File: config.mk
export PLATFORM = sky130hd
export DESIGN_NAME = sobel_frame_ctrl
export DESIGN_NICKNAME = d
export VERILOG_FILES = /design/src/rtl/sobel_frame_ctrl.sv
export SDC_FILE = /design/constraint.sdc
export NUM_CORES = 1
export LEC_CHECK = 0
export ABC_AREA = 1
export CAP_MARGIN = 20
export CORE_ASPECT_RATIO = 1.2
export CORE_MARGIN = 2
export CORE_UTILIZATION = 53
export CTS_CLUSTER_DIAMETER = 40
export DETAILED_ROUTE_END_ITERATION = 8
export PLACE_DENSITY = 0.79
export SLEW_MARGIN = 20
export SYNTH_ARGS = -nofsm -noshare
export SYNTH_HDL_FRONTEND = slang
export SYNTH_SLANG_ARGS = --single-unit
export TNS_END_PERCENT = 1
File: constraint.sdc
create_clock -name clk -period 1.7 [get_ports clk]
set_input_delay 0.425 -clock clk [delete_from_list [all_inputs] [get_ports clk]]
set_output_delay 0.425 -clock clk [all_outputs]
set_load 0.01 [all_outputs]
File: src/rtl/sobel_frame_ctrl.sv
// Frame sequencer for the Sobel datapath: raster read scan, window-valid tracking,
// and a result stream (valid/coords/syncs) aligned to the Sobel stage latency.
module sobel_frame_ctrl #(
  parameter int unsigned IMG_W    = 8,
  parameter int unsigned IMG_H    = 6,
  parameter int unsigned ADDR_W   = 16,
  parameter int unsigned COORD_W  = 9,
  parameter int unsigned PIPE_LAT = 2
) (
  input  logic               clk,
  input  logic               rst,
  input  logic               start,
  output logic               busy,
  output logic               done,
  output logic               rd_en,
  output logic [ADDR_W-1:0]  rd_addr,
  output logic               shift_en,
  output logic               win_valid,
  output logic               out_valid,
  output logic [COORD_W-1:0] out_x,
  output logic [COORD_W-1:0] out_y,
  output logic               hsync,
  output logic               vsync
);

  localparam int unsigned NPIX       = IMG_W * IMG_H;
  localparam int unsigned XW         = $clog2(IMG_W);
  localparam int unsigned YW         = $clog2(IMG_H);
  localparam int unsigned DRAIN_LAST = PIPE_LAT + 1;
  localparam int unsigned DW         = $clog2(PIPE_LAT + 2);

  typedef enum logic [1:0] {S_IDLE, S_READ, S_DRAIN, S_DONE} state_t;

  state_t              r_state, w_state_nx;
  logic [DW-1:0]       r_drain_cnt, w_drain_cnt_nx;
  logic [ADDR_W-1:0]   w_rd_addr_nx;
  logic                w_busy_nx, w_done_nx, w_rd_en_nx;

  logic [XW-1:0]       r_px;
  logic [YW-1:0]       r_py;
  logic                w_interior;
  logic                r_win_hs, r_win_vs;
  logic [COORD_W-1:0]  r_win_x, r_win_y;

  logic [PIPE_LAT-1:0] r_dv, r_dhs, r_dvs;
  logic [COORD_W-1:0]  r_dx [PIPE_LAT];
  logic [COORD_W-1:0]  r_dy [PIPE_LAT];

  // Next-state and next-output decode; outputs are registered from the next state.
  always_comb begin
    w_state_nx     = r_state;
    w_rd_addr_nx   = '0;
    w_drain_cnt_nx = '0;
    unique case (r_state)
      S_IDLE:  if (start) w_state_nx = S_READ;
      S_READ: begin
        if (rd_addr == ADDR_W'(NPIX - 1)) w_state_nx = S_DRAIN;
        else                              w_rd_addr_nx = rd_addr + ADDR_W'(1);
      end
      S_DRAIN: begin
        if (r_drain_cnt == DW'(DRAIN_LAST)) w_state_nx = S_DONE;
        else                                w_drain_cnt_nx = r_drain_cnt + DW'(1);
      end
      S_DONE:  w_state_nx = S_IDLE;
      default: w_state_nx = S_IDLE;
    endcase
    w_busy_nx  = (w_state_nx != S_IDLE);
    w_rd_en_nx = (w_state_nx == S_READ);
    w_done_nx  = (w_state_nx == S_DONE);
  end

  always_ff @(posedge clk) begin
    if (rst) begin
      r_state     <= S_IDLE;
      r_drain_cnt <= '0;
      rd_addr     <= '0;
      busy        <= 1'b0;
      done        <= 1'b0;
      rd_en       <= 1'b0;
    end else begin
      r_state     <= w_state_nx;
      r_drain_cnt <= w_drain_cnt_nx;
      rd_addr     <= w_rd_addr_nx;
      busy        <= w_busy_nx;
      done        <= w_done_nx;
      rd_en       <= w_rd_en_nx;
    end
  end

  // (r_px, r_py) is the pixel just shifted in; the window centre is one up and one left.
  assign w_interior = (r_px >= XW'(2)) && (r_py >= YW'(2));

  always_ff @(posedge clk) begin
    if (rst) begin
      shift_en  <= 1'b0;
      r_px      <= '0;
      r_py      <= '0;
      win_valid <= 1'b0;
      r_win_hs  <= 1'b0;
      r_win_vs  <= 1'b0;
      r_win_x   <= '0;
      r_win_y   <= '0;
    end else begin
      shift_en  <= rd_en;
      win_valid <= shift_en && w_interior;
      r_win_hs  <= shift_en && w_interior && (r_px == XW'(IMG_W - 1));
      r_win_vs  <= shift_en && (r_px == XW'(2)) && (r_py == YW'(2));
      if (shift_en && w_interior) begin
        r_win_x <= COORD_W'(r_px - XW'(1));
        r_win_y <= COORD_W'(r_py - YW'(1));
      end
      if (r_state == S_IDLE) begin
        r_px <= '0;
        r_py <= '0;
      end else if (shift_en) begin
        if (r_px == XW'(IMG_W - 1)) begin
          r_px <= '0;
          r_py <= (r_py == YW'(IMG_H - 1)) ? '0 : r_py + YW'(1);
        end else begin
          r_px <= r_px + XW'(1);
        end
      end
    end
  end

  // Latency-matching delay line; coordinates only advance with valid data so outputs hold.
  always_ff @(posedge clk) begin
    if (rst) begin
      r_dv  <= '0;
      r_dhs <= '0;
      r_dvs <= '0;
      for (int i = 0; i < PIPE_LAT; i++) begin
        r_dx[i] <= '0;
        r_dy[i] <= '0;
      end
    end else begin
      r_dv[0]  <= win_valid;
      r_dhs[0] <= r_win_hs;
      r_dvs[0] <= r_win_vs;
      if (win_valid) begin
        r_dx[0] <= r_win_x;
        r_dy[0] <= r_win_y;
      end
      for (int i = 1; i < PIPE_LAT; i++) begin
        r_dv[i]  <= r_dv[i-1];
        r_dhs[i] <= r_dhs[i-1];
        r_dvs[i] <= r_dvs[i-1];
        if (r_dv[i-1]) begin
          r_dx[i] <= r_dx[i-1];
          r_dy[i] <= r_dy[i-1];
        end
      end
    end
  end

  assign out_valid = r_dv[PIPE_LAT-1];
  assign hsync     = r_dhs[PIPE_LAT-1];
  assign vsync     = r_dvs[PIPE_LAT-1];
  assign out_x     = r_dx[PIPE_LAT-1];
  assign out_y     = r_dy[PIPE_LAT-1];

endmodule

Yosys cells after proc, flatten, opt, wreduce, memory -nomap -nowiden:

Memory sizes are Yosys's and may differ from the RTL's.
Cells that the tools add are included.

* word-level logic and storage cells: 73
* memories: 2
* bits in writable memories: 36
* register bits after elaboration: 57
* input bits: 3

Memory list
* r_dx: words 2, width 9, rd ports 2, clocked after Yosys merged registers in 0, wr ports 2, line 46 `logic [COORD_W-1:0] r_dx [PIPE_LAT];`
* r_dy: words 2, width 9, rd ports 2, clocked after Yosys merged registers in 0, wr ports 2, line 47 `logic [COORD_W-1:0] r_dy [PIPE_LAT];`

* bitwise gates (word level): 6
* add/subtract/negate cells: 6
* order comparisons: 2
* muxes and demuxes: 18
* equal/unequal tests: 11
* reduce and logical (&&, ||, !) cells: 11

Operators by type and width (number)
* 2-to-1 mux 9 bit: 4
* adder 16 x 1 -> 16 bit (second input constant): 1
* equality test 16 x 6 -> 1 bit (second input constant): 1
* equality test 2 bit (second input constant): 4
* 2-to-1 mux 1 bit: 8
* case mux 2 bit (4 select lines): 1
* subtractor 3 x 1 -> 4 bit (second input constant): 2
* adder 3 x 1 -> 3 bit (second input constant): 2
* equality test 3 x 2 -> 1 bit (second input constant): 2
* equality test 3 bit (second input constant): 2
* >= comparator 3 x 2 -> 1 bit (second input constant): 2
* 2-to-1 mux 2 bit: 3
* 2-to-1 mux 3 bit: 2
* OR reduction 3 bit: 2
* logical AND 1 bit: 5
* equality test 2 x 1 -> 1 bit (second input constant): 2
* bitwise OR 1 bit: 4
* adder 2 x 1 -> 2 bit (second input constant): 1
* logical NOT 2 bit: 1
* inverter 1 bit: 2
* AND reduction 2 bit: 1
* nonzero test 2 bit: 1
* OR reduction 2 bit: 1

Longest topological paths before layout:

* depth after elaboration: 4
* gate-level depth with buffers: 8
* gate-level depth less buffers: 8

Least setup slack after synthesis:

Ideal clock, no wire load.

* kind: register to register
* start point: register rd_addr[0]
* end point: register rd_addr[6]
* library setup time: 0.115 ns
* buffers on the path: 1
* slack: 0.354 ns
* clock period less this slack: 1.346 ns
* arrival: 1.232 ns
* stages on the path, launching flop included: 8
* cells stage by stage: dfxtp_1 ha_1 nand3_1 nor2_1 nand2_1 nand2_2 buf_6 nor2_1

* cells in the longest elaborated chain, start to end: 2
* elaborated cells on any way between the ends: 3
* those cells by class: add/sub (1); eq/ne (1); reduce/logical (1)

Ends and longest elaborated chain
* start: declaration: line 16 `output logic [ADDR_W-1:0] rd_addr,`
* start signal: assignment: line 83 `rd_addr <= w_rd_addr_nx;`
* branches (longest 2 deep; another with adder 16 x 1 -> 16 bit)

Several ways; the timed one is not identified.
A chain may end at the register's enable or synchronous reset.

Worst setup path after layout:

* start point: register rd_addr[10]
* end point: output rd_addr[10]

No word-level cell between the ends.

==> flow_metrics.env <==
export IMPL_synth_edf_count=16
export IMPL_dieWidth_um=69.8
export IMPL_io_pins=45
export IMPL_syn_num_nets=341
export IMPL_dr_pass1_iters=4
export IMPL_netlist_area_um2=2750
export IMPL_cts_made_buffers=9
export IMPL_path_class="reg -> out"
export IMPL_first_iter_violations=80
export IMPL_final_util_pct=69.6
export IMPL_grt_max_degree=17
export IMPL_synth_area_per_cell_um2=8.38
export IMPL_rsz0062_at_grt="false"
export IMPL_clk_root_buffer_cell="clkbuf_8"
export IMPL_grt_busiest_layer="met2"
export IMPL_netlist_area_leader_share_pct=34.2
export IMPL_power_density_nw_per_um2=920
export IMPL_synth_top_family_by_area="simple AND/OR/NAND/NOR gates"
export IMPL_grt_total_usage_pct=18.0
export IMPL_ir_worst_vdd_v=0.000638
export IMPL_synth_top_area_cell="dfxtp_1"
export IMPL_post_drt_wl_per_cell_um=11.0
export IMPL_dpl_hpwl_mm=3.43
export IMPL_synth_warnings=0
export IMPL_n_antenna_cell=0
export IMPL_min_period_over_period_pct=97.2
export IMPL_synth_compound_area_share_pct=5.87
export IMPL_gp_congestion=0.820
export IMPL_vias=2064
export IMPL_grt_pass1_vias=1895
export IMPL_ys_seq_area_share_pct=51.7
export IMPL_tritoncts="done"
export IMPL_arrival_ps=1230
export IMPL_fin_skew_ps=7.46
export IMPL_start_util_pct=55.3
export IMPL_path_clk_slew_ps=70
export IMPL_coreArea_um2=4970
export IMPL_crit_slowest_cell="clkdlybuf4s50_1"
export IMPL_synth_ff_type="dfxtp_1"
export IMPL_dp_cells=420
export IMPL_max_freq_mhz=605
export IMPL_grt_use_met2_pct=28.6
export IMPL_drv_slew=0
export IMPL_area_growth_pct=25.9
export IMPL_ctsHtreeMaxLevel=3
export IMPL_numClockSinks=63
export IMPL_instances_no_fill=436
export IMPL_p_leak_nw=1.61
export IMPL_finalHoldViolCount=0
export IMPL_viasPerCell=4.73
export IMPL_synthXorXnorAreaFrac_pct=2.87
export IMPL_clock_latency_ps=330
export IMPL_die_h_um=82.9
export IMPL_syn_inst=328
export IMPL_crit_chain="clkdlybuf4s50_1"
export IMPL_r2r_slack_ps=230
export IMPL_ys_seq_elements=63
export IMPL_outcome="finished, final reports clean"
export IMPL_layout_drive_gt1_share_pct=11.4
export IMPL_nNetsFinal=384
export IMPL_finalSetupViolCount=0
export IMPL_synthMuxAreaShare_pct=0
export IMPL_synth_simple_area_share_pct=21.1
export IMPL_total_power_mw=3.19
export IMPL_synth_adder_area_share_pct=4.55
export IMPL_port_buffers=44
export IMPL_antenna_found_initial=0
export IMPL_synthArstFlopShare_pct=0
export IMPL_ys_types=29
export IMPL_crit_fanout=2
export IMPL_cp_top_family="buffers and inverters"
export IMPL_max_slew_margin_pct=74.0
export IMPL_synth_area_top_cells="dfxtp_1, edfxtp_1, nor2_1"
export IMPL_drc_errors=0
export IMPL_period_needed_ps=1650
export IMPL_grt_met1_usage_pct=22.8
export IMPL_die_area_um2=5780
export IMPL_ant_nets=0
export IMPL_hold_class="reg -> reg"
export IMPL_start_kind="flop"
export IMPL_crit_path_end_kind="output pin"
export IMPL_worstPathRequired_ps=1270
export IMPL_grt_pass1_wl_mm=8.51
export IMPL_globalRouteMet3Util_pct=4.61
export IMPL_row_count=28
export IMPL_wl_mm=4.80
export IMPL_drv_cap=0
export IMPL_critPathMaxStageDelay_ps=550
export IMPL_clk_path_buf_depth=2
export IMPL_tightestPinTransition_ps=388
export IMPL_grt_overflow=0
export IMPL_path_buf_inv=1
[cell type report]
| cell class | count | area (µm²) |
|---|---|---|
| Clock buffer | 11 | 153 |
| Clock inverter | 5 | 78.8 |
| Inverter | 56 | 210 |
| Sequential cell | 63 | 1430 |
| Multi-Input combinational cell | 185 | 946 |
| Fill cell | 380 | 1510 |
| Tap cell | 60 | 75.1 |
| Timing Repair Buffer | 56 | 569 |
[logic make-up after synthesis]
kind of cell             count (synthesis)
adder cells (fa/ha/maj)                 10
flip-flops                              63
XOR/XNOR                                 9
buffers and inverters                   80
AO/OA/AOI/OAI                           30
AND/OR/NAND/NOR                        136
[path summary, 6_finish.rpt]
path,start,to,depth (start not counted)
setup / recovery,rd_addr[10],rd_addr[10],1
hold reg to reg,r_win_vs,r_dvs[0],2
setup reg to reg,r_px[0],r_win_x[1],8
hold / removal,r_win_vs,r_dvs[0],2
[layer usage]
layer  vias to the layer above  part of all wire, %  routed length (µm)
li1                       1089                    -                   -
met1                       923                   46                2190
met2                        44                   48                2310
met3                         8                  4.6                 219
met4                         0                  1.7                  80
met5                         -                    0                   0
[placed cells by master (no fill, tap or decap), types with 2 or more instances in the layout]
| cell | Yosys | final |
|---|---|---|
| xnor2_1 | 2 | 2 |
| a211oi_1 | 2 | 2 |
| ha_1 | 10 | 10 |
| o21ai_0 | 8 | 8 |
| a21oi_1 | 18 | 18 |
| clkinv_2 | 0 | 2 |
| clkbuf_8 | 0 | 9 |
| edfxtp_1 | 16 | 16 |
| nand3_1 | 11 | 11 |
| inv_1 | 56 | 56 |
| nand2_1 | 45 | 45 |
| nor2_2 | 2 | 2 |
| nor2_1 | 61 | 61 |
| bufinv_16 | 0 | 2 |
| buf_4 | 19 | 9 |
| dlymetal6s2s_1 | 0 | 9 |
| xor2_1 | 7 | 7 |
| dlygate4sd2_1 | 0 | 17 |
| dfxtp_1 | 47 | 39 |
| dfxtp_2 | 0 | 8 |
| nor3_1 | 4 | 4 |
| buf_12 | 0 | 3 |
| nand2_2 | 2 | 2 |
| clkdlybuf4s50_1 | 0 | 18 |
| nand4_1 | 5 | 5 |
[sequential cells by signal, indices dropped and copies added, names as in the netlist]
name,flops
r_win_y,4
r_win_hs,1
busy,1
r_dv,2
r_px,3
r_dx,8
r_state,2
rd_addr,16
done,1
rd_en,1
r_win_vs,1
r_dvs,2
shift_en,1
r_drain_cnt,2
r_py,3
r_win_x,4
r_dhs,2
r_dy,8
win_valid,1
[Yosys cell counts (2+ instances only)]
cell type	number
a211oi_1	2
a21oi_1	18
buf_2	2
buf_4	19
dfxtp_1	47
edfxtp_1	16
ha_1	10
inv_1	56
nand2_1	45
nand2_2	2
nand3_1	11
nand4_1	5
nor2_1	61
nor2_2	2
nor3_1	4
o21ai_0	8
xnor2_1	2
xor2_1	7
[power breakdown]
group / leakage [nW] / total [mW] / switching [mW] / internal (mW)
Clock: 0.118 / 1.47 / 0.563 / 0.912
Sequential: 0.549 / 1.57 / 0.0115 / 1.56
Combinational: 0.938 / 0.141 / 0.0746 / 0.0662
[per-stage QoR]
stage               setup TNS (ps)  area (µm²)  setup WS, ps  hold WS (ps)
floorplan                        0        2750           354           388
global placement             -1720        3220         -76.3           391
detailed placement           -3530        3220          -140           399
CTS                          -2.07        3440         -2.07           410
global route                     0        3460          7.05           416
finish                           0        3460          47.9           409
[repair_timing]
item / 4_1_cts / 5_1_grt
hold buffers: 0 / 0
endpoints found under the setup margin: 24 / 9
resized for setup: 25 / 9
endpoints found under the hold margin: 0 / 0
setup buffers: 0 / 0
(Power assumes the default switching activity.)
==> variant, RTL diff (same flow settings) <==
Set the parameter `IMG_H` to 3 (it was 6).
--- a/src/rtl/sobel_frame_ctrl.sv
+++ b/src/rtl/sobel_frame_ctrl.sv
@@ -2,7 +2,7 @@
 // and a result stream (valid/coords/syncs) aligned to the Sobel stage latency.
 module sobel_frame_ctrl #(
   parameter int unsigned IMG_W    = 8,
-  parameter int unsigned IMG_H    = 6,
+  parameter int unsigned IMG_H    = 3,
   parameter int unsigned ADDR_W   = 16,
   parameter int unsigned COORD_W  = 9,
   parameter int unsigned PIPE_LAT = 2
Check against the original RTL: same outputs for any inputs over 10 cycles, from zero or initial values and one cycle with rst high; that may be too few to reach the edited logic, so the function may still have changed.
==> variant against the unedited design <==
Worst setup slack worse by 0.0043 ns; synthesized area is 3.4% lower; sequential share of layout area is 0.88 points lower; final area fell by 4.9%; clock skew shrank 0.0025 ns; largest power group unchanged; power down 6.5%; synthesized cell count is 0.61% lower; sequential cell count fell by 4; combinational power is 5% lower; fmax decreased by 0.26%; routed wire length rose by 1.1%.
==> variant: results (changes against the unedited design) <==
- Xor/xnor share of the synthesized area: 1.32% (-1.5 points)
- Biggest regs: rd_addr x16, r_dx x8, r_dy x6
- GRT Util Overall: 19.8% (+1.8 points)
- Overall power: 2.98 mW (-6.5%)
- Leakage: 1.47 nW (-8.3%)
- Outcome: finished clean
- Resized Gates After CTS: 28 (+12%)
- Placed cell count: 416 (-0.95%)
- Routed vias/inst: 4.79 (+1.3%)
- Post-DP HPWL: 3520 um (+2.6%)
- Sequential share of the synthesized area: 49.7% (-2.0 points)
- Place WS: -0.0386 ns (+0.102 ns)
- Avg WL per Cell: 11.2 um (+2.1%)
- Routed vias: 2,071 (+0.34%)
- P_comb: 134 uW (-5%)
- Layout cells sized above 1: 13.2% (+1.7 points)
- DRT iter0 DRCs: 106 (+33%)
- Worst Tran Pin Value: 0.362 ns (-0.0261 ns)
- First-pass GRT wire length: 8130 um (-4.5%)
- Synthesized area per cell: 8.15 um^2 (-2.8%)
- Clock power frac: 46.1% (-0.2 points)
- Syn Nets: 338 (-0.88%)
- First-pass DRT Iterations: 5 (+1)
- Layout net count: 379 (-1.3%)
- Synth Area in Adders: 4.24% (-0.31 points)
- Compound-Gate Fraction of Synth Area: 6.21% (+0.35 points)
- GPL Wtd Cong: 0.859 (+4.8%)
- Number of synthesized flops with an enable pin: 14 (-2)
- Synth area leaders: dfxtp_1 34%, edfxtp_1 16%, nor2_1 9.0%, nand2_1 7.5%, inv_1 6.8%
- Synth cell count leaders: 64 x nor2_1, 53 x nand2_1, 48 x inv_1
- VDD IR-drop max: 0.887 mV (+39%)
- Clk_skew: 0.00494 ns (-0.00252 ns)
- Number of global-route vias before repair: 1,853 (-2.2%)
[variant: changes by cell type in the layout (fill, tap and decap cells not counted), moves of 3 or more]
cell / delta
dfxtp_1: -3
inv_1: -8
nand2_2: +3
xor2_1: -5
nand2_1: +7
buf_12: -3
nor2_1: +3
[variant: through the flow]
step | area (um^2) | utilization (%)
2_1_floorplan | 2660 | -
3_3_place_gp | 3070 | 63.1
3_5_place_dp | 3070 | 63.1
4_1_cts | 3270 | 67.2
5_1_grt | 3290 | 67.7
6_report | 3290 | 67.7
[variant: path summary, 6_finish.rpt]
path	startpoint	end	slack (ns)	depth (start not counted)
min	r_win_hs	r_dhs[0]	0.41	2
max	win_valid	win_valid	0.04	1
max reg2reg	r_px[0]	r_win_x[2]	0.24	7
min reg2reg	r_win_hs	r_dhs[0]	0.41	2
[variant: cell type report]
| type | instances | area [um^2] | area share (%) |
|---|---|---|---|
| multi-input combinational | 194 | 977 | 29.7 |
| clock inverter | 7 | 92.6 | 2.81 |
| timing repair buffer | 54 | 509 | 15.5 |
| tap | 60 | 75.1 | 2.28 |
| inverter | 49 | 184 | 5.58 |
| sequential | 59 | 1330 | 40.4 |
| clock buffer | 9 | 124 | 3.76 |
[variant: per-layer routing]
layer | part of all wire, % | vias up | global-route usage, %
li1 | - | 1079 | -
met1 | 44 | 927 | 23.8
met2 | 49 | 57 | 32.1
met3 | 5.3 | 8 | 3.70
met4 | 2.6 | 0 | 12.4
met5 | 0 | - | 0
[variant: cells by family (layout without fill, tap and decap cells)]
group | count (synthesis) | after routing
DFF | 59 | 59
buffers and inverters | 73 | 119
adders and majority gates | 9 | 9
AOI/OAI and AO/OA | 30 | 30
and+or+nand+nor | 151 | 151
xor gates and xnor gates | 4 | 4
